### config.mk
export PLATFORM = sky130hd
export DESIGN_NAME = mem_initiator
export DESIGN_NICKNAME = d
export VERILOG_FILES = /design/src/rtl/mem_bus_pkg.sv /design/src/rtl/mem_load_align.sv /design/src/rtl/mem_initiator.sv
export SDC_FILE = /design/constraint.sdc
export NUM_CORES = 1
export LEC_CHECK = 0
export BUFFER_PORTS_ARGS = -buffer_cell sky130_fd_sc_hd__buf_2
export CORE_UTILIZATION = 31
export DETAILED_ROUTE_END_ITERATION = 8
export PLACE_DENSITY = 0.61
export RECOVER_POWER = 50
export SYNTH_ARGS = -nofsm -noshare
export SYNTH_HDL_FRONTEND = slang
export SYNTH_SLANG_ARGS = --single-unit
export TNS_END_PERCENT = 5
### constraint.sdc
create_clock -name clk -period 1.55 [get_ports clk]
set_clock_uncertainty 0.05 [all_clocks]
set_input_delay 0.2325 -clock clk [delete_from_list [all_inputs] [get_ports clk]]
set_output_delay 0.2325 -clock clk [all_outputs]
set_load 0.005 [all_outputs]
### src/rtl/mem_bus_pkg.sv
// rtl/mem_bus_pkg.sv - shared types and helpers for the memory bus initiator
// Contents: controller state enum, byte-lane select encoding, byte extension helper.
package mem_bus_pkg;

    typedef enum logic [1:0] {
        ST_IDLE,
        ST_ACCESS,
        ST_LOAD_CAPTURE,
        ST_RESP
    } state_t;

    // Value of byte_select naming which half of the memory word is addressed.
    localparam logic LANE_HI = 1'b1;
    localparam logic LANE_LO = 1'b0;

    function automatic logic [15:0] extend_byte(input logic [7:0] data_byte,
                                                 input logic       is_signed);
        return is_signed ? {{8{data_byte[7]}}, data_byte} : {8'h00, data_byte};
    endfunction

endpackage

### src/rtl/mem_load_align.sv
// rtl/mem_load_align.sv - byte-lane select and extension of memory read data
// Ports:
//   i_rdata       raw 16-bit word from the memory
//   i_byte        1 = byte access (select a lane and extend), 0 = pass word through
//   i_byte_select lane select, LANE_HI picks bits [15:8]
//   i_signed      sign-extend the selected byte when 1, zero-extend when 0
//   o_data        aligned 16-bit load result
module mem_load_align
    import mem_bus_pkg::*;
(
    input  logic [15:0] i_rdata,
    input  logic        i_byte,
    input  logic        i_byte_select,
    input  logic        i_signed,
    output logic [15:0] o_data
);

    logic [7:0] w_lane;

    assign w_lane = (i_byte_select == LANE_HI) ? i_rdata[15:8] : i_rdata[7:0];
    assign o_data = i_byte ? extend_byte(w_lane, i_signed) : i_rdata;

endmodule

### src/rtl/mem_initiator.sv
// rtl/mem_initiator.sv - requester-side controller for the on-chip word memory bus
// Ports:
//   clk, rst_n                       clock, asynchronous active-low reset
//   req_valid/req_ready              request handshake from the load/store stage
//   req_write/req_byte/req_signed    store vs load, byte vs word, byte-load extension
//   req_addr/req_wdata               byte address and store data
//   resp_valid/resp_ready            response handshake
//   resp_rdata/resp_err              load result (0 for stores/errors), error flag
//   mem_en/mem_we                    memory enable and write enable
//   mem_byte_enable/mem_byte_select  byte access and lane (1 = high byte)
//   mem_addr/mem_wdata/mem_rdata     word address, write data, read data
//   mem_wait                         memory stall
module mem_initiator
    import mem_bus_pkg::*;
#(
    parameter int ADDR_W  = 16,
    parameter int TIMEOUT = 0
) (
    input  logic              clk,
    input  logic              rst_n,
    input  logic              req_valid,
    output logic              req_ready,
    input  logic              req_write,
    input  logic              req_byte,
    input  logic              req_signed,
    input  logic [ADDR_W-1:0] req_addr,
    input  logic [15:0]       req_wdata,
    output logic              resp_valid,
    input  logic              resp_ready,
    output logic [15:0]       resp_rdata,
    output logic              resp_err,
    output logic              mem_en,
    output logic              mem_we,
    output logic              mem_byte_enable,
    output logic              mem_byte_select,
    output logic [15:0]       mem_addr,
    output logic [15:0]       mem_wdata,
    input  logic [15:0]       mem_rdata,
    input  logic              mem_wait
);

    // Count value on which the next stalled cycle aborts the access.
    localparam logic [15:0] TO_LAST = 16'(TIMEOUT - 1);

    state_t              r_state;
    state_t              w_state_next;
    logic                r_write;
    logic                r_byte;
    logic                r_signed;
    logic [ADDR_W-1:0]   r_addr;
    logic [15:0]         r_wdata;
    logic [15:0]         r_rdata;
    logic                r_err;
    logic [15:0]         r_cnt;

    logic                w_capture;
    logic [15:0]         w_rdata_next;
    logic                w_err_next;
    logic [15:0]         w_cnt_next;
    logic [15:0]         w_aligned;
    logic                w_access;
    logic [15:0]         w_word_addr;

    mem_load_align u_align (
        .i_rdata       (mem_rdata),
        .i_byte        (r_byte),
        .i_byte_select (r_addr[0]),
        .i_signed      (r_signed),
        .o_data        (w_aligned)
    );

    always_comb begin
        w_state_next = r_state;
        w_capture    = 1'b0;
        w_rdata_next = r_rdata;
        w_err_next   = r_err;
        w_cnt_next   = r_cnt;
        case (r_state)
            ST_IDLE: begin
                if (req_valid) begin
                    w_capture    = 1'b1;
                    w_rdata_next = 16'h0000;
                    if (!req_byte && req_addr[0]) begin
                        // Misaligned word access: answer with an error, never touch memory.
                        w_err_next   = 1'b1;
                        w_state_next = ST_RESP;
                    end else begin
                        w_err_next   = 1'b0;
                        w_cnt_next   = 16'h0000;
                        w_state_next = ST_ACCESS;
                    end
                end
            end
            ST_ACCESS: begin
                if (mem_wait) begin
                    if (TIMEOUT != 0 && r_cnt == TO_LAST) begin
                        w_err_next   = 1'b1;
                        w_rdata_next = 16'h0000;
                        w_cnt_next   = 16'h0000;
                        w_state_next = ST_RESP;
                    end else begin
                        w_cnt_next = r_cnt + 16'h0001;
                    end
                end else if (r_write) begin
                    w_state_next = ST_RESP;
                end else begin
                    w_state_next = ST_LOAD_CAPTURE;
                end
            end
            ST_LOAD_CAPTURE: begin
                // Read data is valid the cycle after the memory accepted the access.
                w_rdata_next = w_aligned;
                w_state_next = ST_RESP;
            end
            ST_RESP: begin
                if (resp_ready) begin
                    w_state_next = ST_IDLE;
                end
            end
            default: w_state_next = ST_IDLE;
        endcase
    end

    always_ff @(posedge clk or negedge rst_n) begin
        if (!rst_n) begin
            r_state  <= ST_IDLE;
            r_write  <= 1'b0;
            r_byte   <= 1'b0;
            r_signed <= 1'b0;
            r_addr   <= '0;
            r_wdata  <= 16'h0000;
            r_rdata  <= 16'h0000;
            r_err    <= 1'b0;
            r_cnt    <= 16'h0000;
        end else begin
            r_state <= w_state_next;
            r_rdata <= w_rdata_next;
            r_err   <= w_err_next;
            r_cnt   <= w_cnt_next;
            if (w_capture) begin
                r_write  <= req_write;
                r_byte   <= req_byte;
                r_signed <= req_signed;
                r_addr   <= req_addr;
                r_wdata  <= req_wdata;
            end
        end
    end

    assign w_access    = (r_state == ST_ACCESS);
    assign w_word_addr = 16'({1'b0, r_addr[ADDR_W-1:1]});

    // Every memory-side output is qualified by the ACCESS state so the bus
    // is quiet (all zero) whenever no access is in flight, including in reset.
    assign req_ready       = (r_state == ST_IDLE);
    assign resp_valid      = (r_state == ST_RESP);
    assign resp_rdata      = r_rdata;
    assign resp_err        = r_err;
    assign mem_en          = w_access;
    assign mem_we          = w_access & r_write;
    assign mem_byte_enable = w_access & r_byte;
    assign mem_byte_select = w_access & r_byte & r_addr[0];
    assign mem_addr        = w_access ? w_word_addr : 16'h0000;
    assign mem_wdata       = (w_access && r_write)
                           ? (r_byte ? {8'h00, r_wdata[7:0]} : r_wdata)
                           : 16'h0000;

endmodule

* Yosys cells after proc, flatten, opt, wreduce, memory -nomap -nowiden
Index checks and enable logic that the tools add are counted.
** Cells by class
- Mux-type cells :: 17
- Shift operators :: 0
- Bitwise gates (word level) :: 3
- Equal/unequal tests :: 6
- Add/sub/neg operators :: 0
- Reduce and logical (&&, ||, !) cells :: 8
- $lt $le $gt $ge :: 0
- Multiply operators :: 0
- Div/mod/pow operators :: 0
** Operators with widths (number)
- 2-to-1 mux 16 bit :: 5
- case mux 16 bit (2 select lines) :: 1
- 2-to-1 mux 15 bit :: 1
- 2-to-1 mux 2 bit :: 4
- 2-to-1 mux 8 bit :: 1
- case mux 2 bit (4 select lines) :: 1
- == test 2 bit, second input constant :: 2
- 2-to-1 mux 1 bit :: 4
- inequality test 2 bit, second input constant :: 2
- AND reduction 2 bit :: 2
- AND 1 bit :: 3
- AND reduction 3 bit :: 1
- == test 2 x 1 -> 1 bit, second input constant :: 1
- logical AND 1 bit :: 2
- zero test 2 bit :: 1
- inequality test 2 x 1 -> 1 bit, second input constant :: 1
- nonzero test 2 bit :: 1
- zero test 1 bit :: 1
** Storage, ports and cells
- Register bits :: 54
- Memories kept :: 0
- Word-level logic and storage cells :: 42
- Input port bits :: 56
- Bits in writable memories :: 0
- Memory bits (read-only) :: 0
- Bits in latches :: 0

* Longest topological paths before layout
Gate-level depths: netlist (run 1).
- Depth after elaboration :: 5
- Mapped depth :: 7
- Depth with buffers taken out :: 5

* Cells and area by module
A second synthesis (run 1) with hierarchy kept.
** Unflattened totals
- Cells, all modules :: 201
- Area total of the unflattened synthesis :: 2561.2 µm²
** By module, submodules not included
- mem_initiator :: instances 1, cells each 171, sequential area each 1351.3 µm², area an instance 2338.5 µm²
- mem_load_align :: instances 1, cells each 30, sequential area each 0.0 µm², area an instance 222.7 µm²

* Least setup slack after synthesis (run 1)
Ideal clock, no wire load.
- Kind :: register to register
- From :: register r_state[0]
- To :: register r_addr[0]
- Data arrival time :: 1.455 ns
- Path slack :: -0.083 ns
- Data required time :: 1.373 ns
- Buffers on the path :: 2
- Cell stages (with the launch flop) :: 7
- Path through :: dfrtp_1 -> inv_1 -> ha_1 -> buf_4 -> nand2_4 -> buf_6 -> mux2_1
** On the way
- Word-level cells in the longest chain between the ends :: 2
** RTL lines
- start, declared :: RTL line mem_initiator.sv:45 : state_t r_state;
- start signal, assigned :: RTL line mem_initiator.sv:136 : r_state <= w_state_next;
- zero test 2 bit
- via req_ready :: RTL line mem_initiator.sv:22 : output logic req_ready,
- 2-to-1 mux 1 bit :: RTL line mem_initiator.sv:78 : case (r_state)
- end signal, assigned :: RTL line mem_initiator.sv:144 : r_addr <= req_addr;
- end, declared :: RTL line mem_initiator.sv:50 : logic [ADDR_W-1:0] r_addr;
The timed path passes the listed nets, and every way through them passes these cells.
A chain may end at the register's enable or synchronous reset.

* Worst setup path after layout (run 1)
- From :: register r_state[1]
- To :: output port mem_wdata[11]
** On the way
- Word-level cells in the longest chain between the ends :: 3
** RTL lines
- == test 2 x 1 -> 1 bit
- logical AND 1 bit :: RTL line mem_initiator.sv:164 : assign mem_wdata = (w_access && r_write)
- 2-to-1 mux 16 bit :: RTL line mem_initiator.sv:165 : ? (r_byte ? {8'h00, r_wdata[7:0]} : r_wdata)
- end, declared :: RTL line mem_initiator.sv:37 : output logic [15:0] mem_wdata,
Every way passes these cells.

==> results of run 1 <==
==> worst paths after layout <==
check,to,slack (ns),cells after the start
worst max-delay path,mem_wdata[11],-0.18,6
worst min-delay path,r_addr[2],0.08,2
worst max register to register,r_addr[11],-0.07,4
worst min register to register,resp_rdata[9],0.44,2
max in group asynchronous,r_signed,0.38,3
min in group asynchronous,r_addr[2],0.60,3
==> synthesized netlist by cell type <==
library cell  instances
mux2_2                8
o21ai_1              16
o2111ai_2             1
inv_1                 5
mux2i_1               8
nand2_4               1
mux2_1               28
clkbuf_1              2
buf_2                 1
and3_1               10
buf_4                 3
dfrtp_1              54
nor3_1                1
nand2b_2              1
o21ai_0               1
nand2_1              21
and2_1               24
a21oi_1               1
mux2i_4               1
nand3_1               1
a31oi_1               1
buf_6                 3
o21a_1                1
nand3b_1              1
nand2b_1              2
conb_1                1
ha_1                  5
a311oi_2              1
nor2_1               10
==> worst register-to-register path: cells and delay by family, from the launching register on <==
| family | cells | cell delay (ns) |
|---|---|---|
| mux | 1 | 0.42 |
| flops | 1 | 0.41 |
| buf+inv | 1 | 0.10 |
| simple gates | 1 | 0.21 |
| fa+ha+maj | 1 | 0.31 |
==> layout make-up <==
class / instances / area (um2)
clock buffers: 7 / 76.3
fillers: 768 / 4350
inverters: 5 / 18.8
flip-flops and latches: 54 / 1350
well taps: 102 / 128
multi-input cells: 145 / 1170
repair buffers: 125 / 708
==> power by group through the flow <==
stage / Sequential [mW] / Clock (mW) / Combinational (mW)
2_1_floorplan: 2.39 / 0 / 1.77
3_3_place_gp: 2.40 / 0 / 2.85
3_5_place_dp: 2.43 / 0 / 2.89
4_1_cts: 2.42 / 0.789 / 3.06
5_1_grt: 2.51 / 0.828 / 3.47
6_report: 2.42 / 0.741 / 3.10
==> logic make-up after synthesis <==
group,after synthesis
AOI/OAI and AO/OA,22
adders and majority gates,5
buffers and inverters,14
DFF,54
muxes,45
other,1
and+or+nand+nor,72
==> layout by cell type (no fill, tap or decap), drive strengths merged, types with 5 or more instances in the layout <==
master,count
ha,5
nor2,10
and2,24
o21ai,17
mux2,36
nand2,22
and3,10
inv,5
mux2i,9
dfrtp,54
buf,123
clkbuf,8
==> layer usage <==
metal	vias up	global-route usage
met2	74	0.246
li1	964	-
met5	-	0
met4	0	0.0273
met1	966	0.174
met3	4	0.0365
==> registers in the layout, indices dropped and copies added (netlist names) <==
signal and flops:
r_addr 16, r_byte 1, r_signed 1, r_state 2, r_wdata 16, r_write 1, resp_err 1, resp_rdata 16
==> through the flow <==
step	setup WS [ns]	setup TNS (ns)	util
global route	-0.274	-12.40	0.442
global placement	-0.107	-1.37	0.417
floorplan	-0.00550	-0.0500	-
CTS	-0.219	-7.61	0.438
detailed placement	-0.169	-2.65	0.417
finish	-0.176	-6.40	0.442
==> timing repair <==
| action | CTS | global route |
|---|---|---|
| resized for setup | 13 | 8 |
| endpoints found under the setup margin | 73 | 90 |
| endpoints found under the hold margin | 54 | 0 |
| hold buffers | 1 | 0 |
| setup buffers | 2 | 1 |
| pin swaps | 6 | 3 |
==> metrics.md, run 1 <==
| Metric | Value |
|---|---|
| Combinational power share | 0.495 |
| CP startpoint | r_state[1] |
| Layout cells sized above 1 | 0.452 |
| Mux cell area share after synthesis | 0.201 |
| CTS root buf | clkbuf_8 |
| Main combinational cell family by area after synthesis | multiplexers |
| Die width | 92.3 um |
| Max layer used | met4 |
| Synth Area in Compound Gates | 0.0530 |
| Met3 wire length | 379 um |
| Post-detailed-route count of antenna-violating nets | 0 |
| Crit path max-delay cell type | dfrtp_1 |
| Initial core utilization | 0.324 |
| Max Clk Rate | 579 MHz |
| H-tree lvl count | 2 |
| Syn_nets | 274 |
| Clock tree sinks | 54 |
| Worst Setup Start Kind | flip-flop |
| Critical Path Max Stage Delay | 0.41 ns |
| Yosys cell types | 29 |
| Die Area | 8510 um2 |
| Register bit total from synthesis | 54 |
| CP bufs+invs | 2 |
| Xor/xnor share of the synthesized area | 0 |
| Total number of vias | 2008 |
| M1 WL | 2520 um |
| Pin count of the biggest net entering global routing | 55 |
| Initial antenna violation count | 0 |
| Design area | 3450 um2 |
| Unrepaired setup endpoints after global routing | true |
| Endpoints failing hold | 0 |
| Port Buffers | 109 |
| Hold_sp | req_addr[2] |
| Later-pin clock latency in the skew report | 0.30 ns |
| CP Class | reg -> out |
| Cts bufs inserted | 5 |
| Synth warnings | 0 |
| Leak | 1.81 nW |
| Final slew viol count | 0 |
| Total power | 6.26 mW |
| PnR worst setup slack | -0.176 ns |
| Hold slack | 0.0842 ns |
| Max clock buf depth | 2 |
| DRC Markers | 0 |
| Mapped Avg Cell Area | 11.9 um2 |
| Mapped Cells | 213 |
| Max cap viols | 0 |
| Pre-antenna DRT Iters | 5 |
| Reg power frac | 0.387 |
| Critical-path cell list | inv_2 -> ha_4 -> nand2_4 -> nor2_4 -> and2_4 -> buf_6 |
| Vert. Die Dim | 92.3 um |
| Vias/cell | 4.58 |
| DP Cell Count | 427 |
| Ports | 111 |
| Number of diodes | 0 |
| Power Density | 1810 nW/um2 |
| Final period util | 1.11 |
| Mapped cell area | 2530 um2 |
| Wire length on met2 | 2800 um |
| CTS tree | built |
| Post-synth top area share | 0.535 |
| Area Overhead vs Synth | 36.7% |
| Num rows | 32 |
| Worst EP arrival | 1.44 ns |
| Synth Area in Simple Gates | 0.150 |
| Slew @ Worst Pin | 0.734 ns |
| Pint | 4.05 mW |
| Ranking of synthesized cells by area | dfrtp_1, mux2_1, and2_1 |
| Switching Power | 2.21 mW |
| First-pass GRT wire length | 9380 um |
| Initial drt markers | 37 |
| Gpl congestion | 0.778 |
| Slew HR | 0.510 |
| # nets final | 397 |
| Switching part of the total | 0.353 |
| Status | complete, but fails checks |
| Clock slew seen by the registers of the worst setup and hold paths | 0.09 ns |
| Final cell count without fillers | 438 |
| CP Capture Type | output pin |
| Final HPWL DP | 4210 um |
| Grt total ovfl | 0 |
| Required time of the worst setup path | 1.27 ns |
| Period minus WS final | 1.73 ns |
| Crit-path leading delay family | flip-flops |
| Min-delay worst type | in -> reg |
| Setup-failing EPs final | 66 |
| Final wirelength | 5730 um |
| Sequential share of the synthesized area | 0.535 |
| Area leader, netlist | dfrtp_1 |
| Post-DP Area | 3260 um2 |
| Core footprint | 7810 um2 |
| Worst vdd ir | 720 uV |
| Failing checks | negative setup slack |
| Worst r2r src | r_state[1] |
| Clock network fraction of design power | 0.118 |
| Critical path fanouts, max | 8 |
| Adder-Cell Fraction of Synth Area | 0.0248 |
| GRT Util Overall | 0.140 |
| Vias in the first global route | 1981 |
| WL per Instance | 13.1 um |
Note: power is estimated with default switching activity, not from simulation.
==> run 2, diff against run 1 <==
MAX_ROUTING_LAYER = met4   (was default)
==> run 2 against run 1 <==
Compared with the run above:
- the flow still finishes with violations (negative setup slack)
- count of clock-buffer cells in the layout unchanged
- global-route usage up 0.44 points
- sequential power about the same
- hold slack about the same
- fmax about the same
- worst setup slack about the same
- first-iteration DRC count down 5.4%
- register-to-register slack about the same
- routed wire length up 0.14%
- critical path depth unchanged
- non-clock buffer count unchanged
- largest cell class unchanged
==> metrics.md, run 2 (synthesis results as in run 1) <==
| Metric | Value |
|---|---|
| CTS tree | built |
| Critical path fanouts, max | 8 (unchanged) |
| Setup-failing EPs final | 66 (unchanged) |
| Required time of the worst setup path | 1.27 ns (about the same) |
| Worst EP arrival | 1.44 ns (about the same) |
| Total power | 6.26 mW (about the same) |
| PnR worst setup slack | -0.176 ns (+0.000123 ns) |
| Clock tree sinks | 54 (unchanged) |
| Later-pin clock latency in the skew report | 0.30 ns (about the same) |
| Initial antenna violation count | 0 (unchanged) |
| Core footprint | 7810 um2 (unchanged) |
| Leak | 1.81 nW (unchanged) |
| Hold EP | r_addr[2] |
| Post-detailed-route count of antenna-violating nets | 0 (unchanged) |
| Vert. Die Dim | 92.3 um (unchanged) |
| Ports | 111 (unchanged) |
| Vias in the first global route | 1976 (-0.25%) |
| Worst Setup Start Kind | flip-flop |
| Pin count of the biggest net entering global routing | 55 (unchanged) |
| # nets final | 397 (unchanged) |
| Status | complete, but fails checks |
| Min-delay worst type | in -> reg |
| Post-DP Area | 3260 um2 (unchanged) |
| Die Area | 8510 um2 (unchanged) |
| Post-layout util | 0.442 (unchanged) |
| Initial core utilization | 0.324 (unchanged) |
| Number of diodes | 0 (unchanged) |
| CTS root buf | clkbuf_8 |
| Max cap viols | 0 (unchanged) |
| Initial drt markers | 35 (-5.4%) |
| GRT Util Overall | 0.145 (+0.00435) |
| Final period util | 1.11 (about the same) |
| Most frequent cells in the layout | buf_2, dfrtp_1, mux2_1, and2_1, nand2_1 |
| Power Density | 1810 nW/um2 (about the same) |
| Gpl congestion | 0.789 (+1.4%) |
| Period minus WS final | 1.73 ns (-0.000123 ns) |
| Max clock buf depth | 2 (unchanged) |
| Fill cell count | 768 (unchanged) |
| Final wirelength | 5740 um (+0.14%) |
| Grt total ovfl | 0 (unchanged) |
| CP Class | reg -> out |
| Worst r2r src | r_state[1] |
| CP Capture Type | output pin |
| Port Buffers | 109 (unchanged) |
| Design area | 3450 um2 (unchanged) |
| DRC Markers | 0 (unchanged) |
| H-tree lvl count | 2 (unchanged) |
| Total number of vias | 2010 (+0.10%) |
| Worst r2r path cells | 4 (unchanged) |
| Pre-antenna DRT Iters | 5 (unchanged) |
| Slew HR | 0.508 (-0.00202) |
| First-pass GRT wire length | 9380 um (about the same) |
| Worst vdd ir | 720 uV (about the same) |
| Endpoints failing hold | 0 (unchanged) |
| Max Clk Rate | 579 MHz (about the same) |
| Worst hold stages | 2 (unchanged) |
| Final HPWL DP | 4210 um (unchanged) |
| Layout cells sized above 1 | 0.452 (unchanged) |
| Hold_sp | req_addr[2] |
| Slew @ Worst Pin | 0.737 ns (+0.00303 ns) |
| Setup WS pre-CTS | -0.169 ns (unchanged) |
| Clock slew seen by the registers of the worst setup and hold paths | 0.09 ns (about the same) |
| Final slew viol count | 0 (unchanged) |
| Unrepaired setup endpoints after global routing | true |
| Vias/cell | 4.59 (about the same) |
| Area Overhead vs Synth | 36.7% (unchanged) |
| Most common cell after layout, fill and taps aside | buf_2 |
| Reg2reg end | r_addr[11] |
| R2R Setup Slk | -0.07 ns (about the same) |
| Failing checks | negative setup slack |
| Die width | 92.3 um (unchanged) |
| Cts bufs inserted | 5 (unchanged) |
| WL per Instance | 13.1 um (+0.14%) |
| Num rows | 32 (unchanged) |
## run 2: timing repair
item,in CTS,in global routing
endpoints found under the setup margin,73,90
resized for setup,13,8
pin swaps,6,3
setup buffers,2,1
endpoints found under the hold margin,54,0
hold buffers,1,0
## run 2: worst max-delay path by stage
stage | from | end
final | r_state[1] | mem_wdata[11]
after global routing | r_state[1] | mem_wdata[12]
after CTS | r_state[1] | mem_wdata[11]
after detailed placement | r_state[1] | mem_wdata[12]
after global placement | r_state[1] | mem_wdata[9]
after floorplan | r_state[0] | resp_rdata[10]
## run 2: power by group
group	switching [mW]	internal, mW	leakage (nW)
registers	0.332	2.09	0.656
logic	1.45	1.65	1.11
clock network	0.428	0.313	0.0383
total	2.21	4.05	1.81
## run 2: stage by stage
stage | instances | hold WS (ns) | setup TNS (ns)
finish | 438 | 0.0842 | -6.42
global route | 438 | 0.0690 | -12.45
CTS | 437 | 0.0757 | -7.61
detailed placement | 427 | 0.202 | -2.65
global placement | 427 | 0.207 | -1.37
floorplan | 213 | -0.113 | -0.0500
## run 2: cell type report
type	count	area (um2)	share of cell area
inverter	5	18.8	0.00543
tap	102	128	0.0370
timing repair buffer	125	708	0.205
multi-input combinational	145	1170	0.339
sequential	54	1350	0.391
clock buffer	7	76.3	0.0221
## run 2: per-layer routing
| layer | global-route usage | vias to the layer above | wire, um |
|---|---|---|---|
| li1 | - | 964 | - |
| met1 | 0.179 | 968 | 2570 |
| met2 | 0.244 | 76 | 2810 |
| met3 | 0.0323 | 2 | 339 |
| met4 | 0.0273 | 0 | 16 |
| met5 | - | - | 0 |
## run 2: worst max-delay path: stages (launching register included)
cell     delay [ns]
dfrtp_1        0.41
inv_2          0.10
ha_4           0.15
nand2_4        0.05
nor2_4         0.17
and2_4         0.18
buf_6          0.08
==> run 3, diff against run 2 <==
HOLD_SLACK_MARGIN = 0.15   (was default)
PLACE_DENSITY = 0.59   (was 0.61)
==> run 3 against run 2 <==
Compared with the run above:
- the flow still finishes with violations (negative setup slack)
- critical path depth down 1
- flip-flop and latch count unchanged
- clock power up 25%
- via count up 8.5%
- fmax down 0.94%
- worst setup slack worse by 0.016 ns
- global-route usage up 1.1 points
- cell count up 11%
- hold slack better by 0.084 ns
- combinational power up 6.5%
- count of clock-buffer cells in the layout unchanged
==> metrics.md, run 3 (synthesis results as in run 1) <==
| Metric | Value |
|---|---|
| Required time of the worst setup path | 1.27 ns (about the same) |
| Num rows | 32 (unchanged) |
| Worst EP arrival | 1.46 ns (+0.02 ns) |
| Most frequent cells in the layout | buf_2, dfrtp_1, dlygate4sd3_1, mux2_1, and2_1 |
| H-tree lvl count | 2 (unchanged) |
| Total power | 6.67 mW (+6.6%) |
| Clock slew seen by the registers of the worst setup and hold paths | 0.09 ns (about the same) |
| Total number of vias | 2181 (+8.5%) |
| Critical path fanouts, max | 17 (+9) |
| DRC Markers | 0 (unchanged) |
| Ports | 111 (unchanged) |
| Leak | 2.02 nW (+12%) |
| Switching part of the total | 0.346 (-0.00675) |
| Pin count of the biggest net entering global routing | 55 (unchanged) |
| # nets final | 442 (+11%) |
| Clock network fraction of design power | 0.138 (+0.020) |
| CP Capture Type | output pin |
| PnR worst setup slack | -0.192 ns (-0.0164 ns) |
| Pint | 4.36 mW (+7.7%) |
| Slew @ Worst Pin | 0.746 ns (+0.00819 ns) |
| Initial antenna violation count | 0 (unchanged) |
| Cts bufs inserted | 5 (unchanged) |
| Worst Setup Start Kind | flip-flop |
| Grt total ovfl | 0 (unchanged) |
| Area Overhead vs Synth | 56.2% |
| CTS tree | built |
| GRT Util Overall | 0.156 (+0.0113) |
| Final HPWL DP | 4300 um (+2.3%) |
| Gpl congestion | 0.780 (-1.1%) |
| Port Buffers | 109 (unchanged) |
| Initial drt markers | 59 (+69%) |
| Min-delay worst type | in -> reg |
| Setup WS pre-CTS | -0.188 ns (-0.0190 ns) |
| Worst hold stages | 3 (+1) |
| CTS root buf | clkbuf_8 |
| Endpoints failing hold | 0 (unchanged) |
| Hold slack | 0.168 ns (+0.0840 ns) |
| Unrepaired setup endpoints after global routing | true |
| Max clock buf depth | 2 (unchanged) |
| Max cap viols | 0 (unchanged) |
| Status | complete, but fails checks |
| Slew HR | 0.503 (-0.00546) |
| Pre-antenna DRT Iters | 4 (-1) |
| Combinational power share | 0.495 (about the same) |
| CP Class | reg -> out |
| Switching Power | 2.31 mW (+4.6%) |
| Post-detailed-route count of antenna-violating nets | 0 (unchanged) |
| Worst r2r path cells | 8 (+4) |
| Most common cell after layout, fill and taps aside | buf_2 |
| Die width | 92.3 um (unchanged) |
| Final wirelength | 6410 um (+12%) |
| Number of diodes | 0 (unchanged) |
| Vert. Die Dim | 92.3 um (unchanged) |
| Failing checks | negative setup slack |
| Setup-failing EPs final | 54 (-18%) |
| Max Clk Rate | 574 MHz (-0.94%) |
| Vias in the first global route | 2127 (+7.6%) |
| Initial core utilization | 0.324 (unchanged) |
| Layout cells sized above 1 | 0.414 (-0.0388) |
| Final slew viol count | 0 (unchanged) |
| Core footprint | 7810 um2 (unchanged) |
| Vias/cell | 4.51 (-1.8%) |
| Final period util | 1.12 (+0.0106) |
| Die Area | 8510 um2 (unchanged) |
| Period minus WS final | 1.74 ns (+0.0164 ns) |
| Clock tree sinks | 54 (unchanged) |
| WL per Instance | 13.2 um (+1.0%) |
| Later-pin clock latency in the skew report | 0.30 ns (about the same) |
| Reg power frac | 0.367 (-0.019) |
| Power Density | 1690 nW/um2 (-6.7%) |
| First-pass GRT wire length | 9990 um (+6.5%) |
| Worst vdd ir | 678 uV (-5.8%) |
[run 3: cell count changes in the layout (fill, tap and decap cells not counted), sizes merged]
| cell | delta |
|---|---|
| buf | +4 |
| bufinv | +1 |
| dlygate4sd3 | +41 |
[run 3: layout make-up]
| type | instances | area, um2 |
|---|---|---|
| Multi-Input combinational cell | 145 | 1190 |
| Tap cell | 102 | 128 |
| Clock buffer | 7 | 76.3 |
| Sequential cell | 54 | 1350 |
| Fill cell | 733 | 3860 |
| Timing Repair Buffer | 170 | 1150 |
| Inverter | 5 | 18.8 |
| Clock inverter | 1 | 30.0 |
[run 3: through the flow]
step | instance area [um2] | std cells | setup TNS [ns] | util
after detailed placement | 3290 | 431 | -1.51 | 0.421
after global routing | 3950 | 484 | -10.76 | 0.505
after global placement | 3290 | 431 | -1.20 | 0.421
after floorplan | 2540 | 213 | -0.0500 | -
after CTS | 3920 | 483 | -8.55 | 0.502
final | 3950 | 484 | -5.51 | 0.505
[run 3: routing by layer]
metal | up-vias | wire (um) | GRT usage
met1 | 1043 | 2830 | 0.189
met5 | - | 0 | -
met3 | 7 | 346 | 0.0315
met4 | 0 | 63 | 0.0430
li1 | 1055 | - | -
met2 | 76 | 3170 | 0.264
[run 3: final timing paths]
check,start,endpoint,slack [ns]
setup / recovery,r_state[1],mem_byte_select,-0.19
hold / removal,mem_rdata[0],resp_rdata[0],0.17
setup reg to reg,r_state[1],resp_rdata[3],-0.02
hold reg to reg,r_addr[8],r_addr[8],0.44
max in group asynchronous,rst_n,r_addr[6],0.37
min in group asynchronous,rst_n,r_addr[14],0.59
[run 3: timing repair]
item	CTS	global route
endpoints found under the hold margin	95	0
resized for setup	18	6
hold buffers	42	0
setup endpoints to repair	54	91
pin swaps	6	4
setup buffers	2	1
[run 3: critical path, stage by stage (launching register included)]
cell	delay, ns
dfrtp_1	0.41
inv_2	0.09
ha_4	0.15
buf_4	0.21
and3_1	0.19
buf_2	0.11
[run 3: power by group through the flow]
stage          logic (mW)  registers (mW)  clock network [mW]
2_1_floorplan        1.77            2.39                   0
3_3_place_gp         2.89            2.43                   0
3_5_place_dp         2.95            2.46                   0
4_1_cts              3.24            2.45               0.967
5_1_grt              3.64            2.54                1.02
6_report             3.30            2.45               0.924
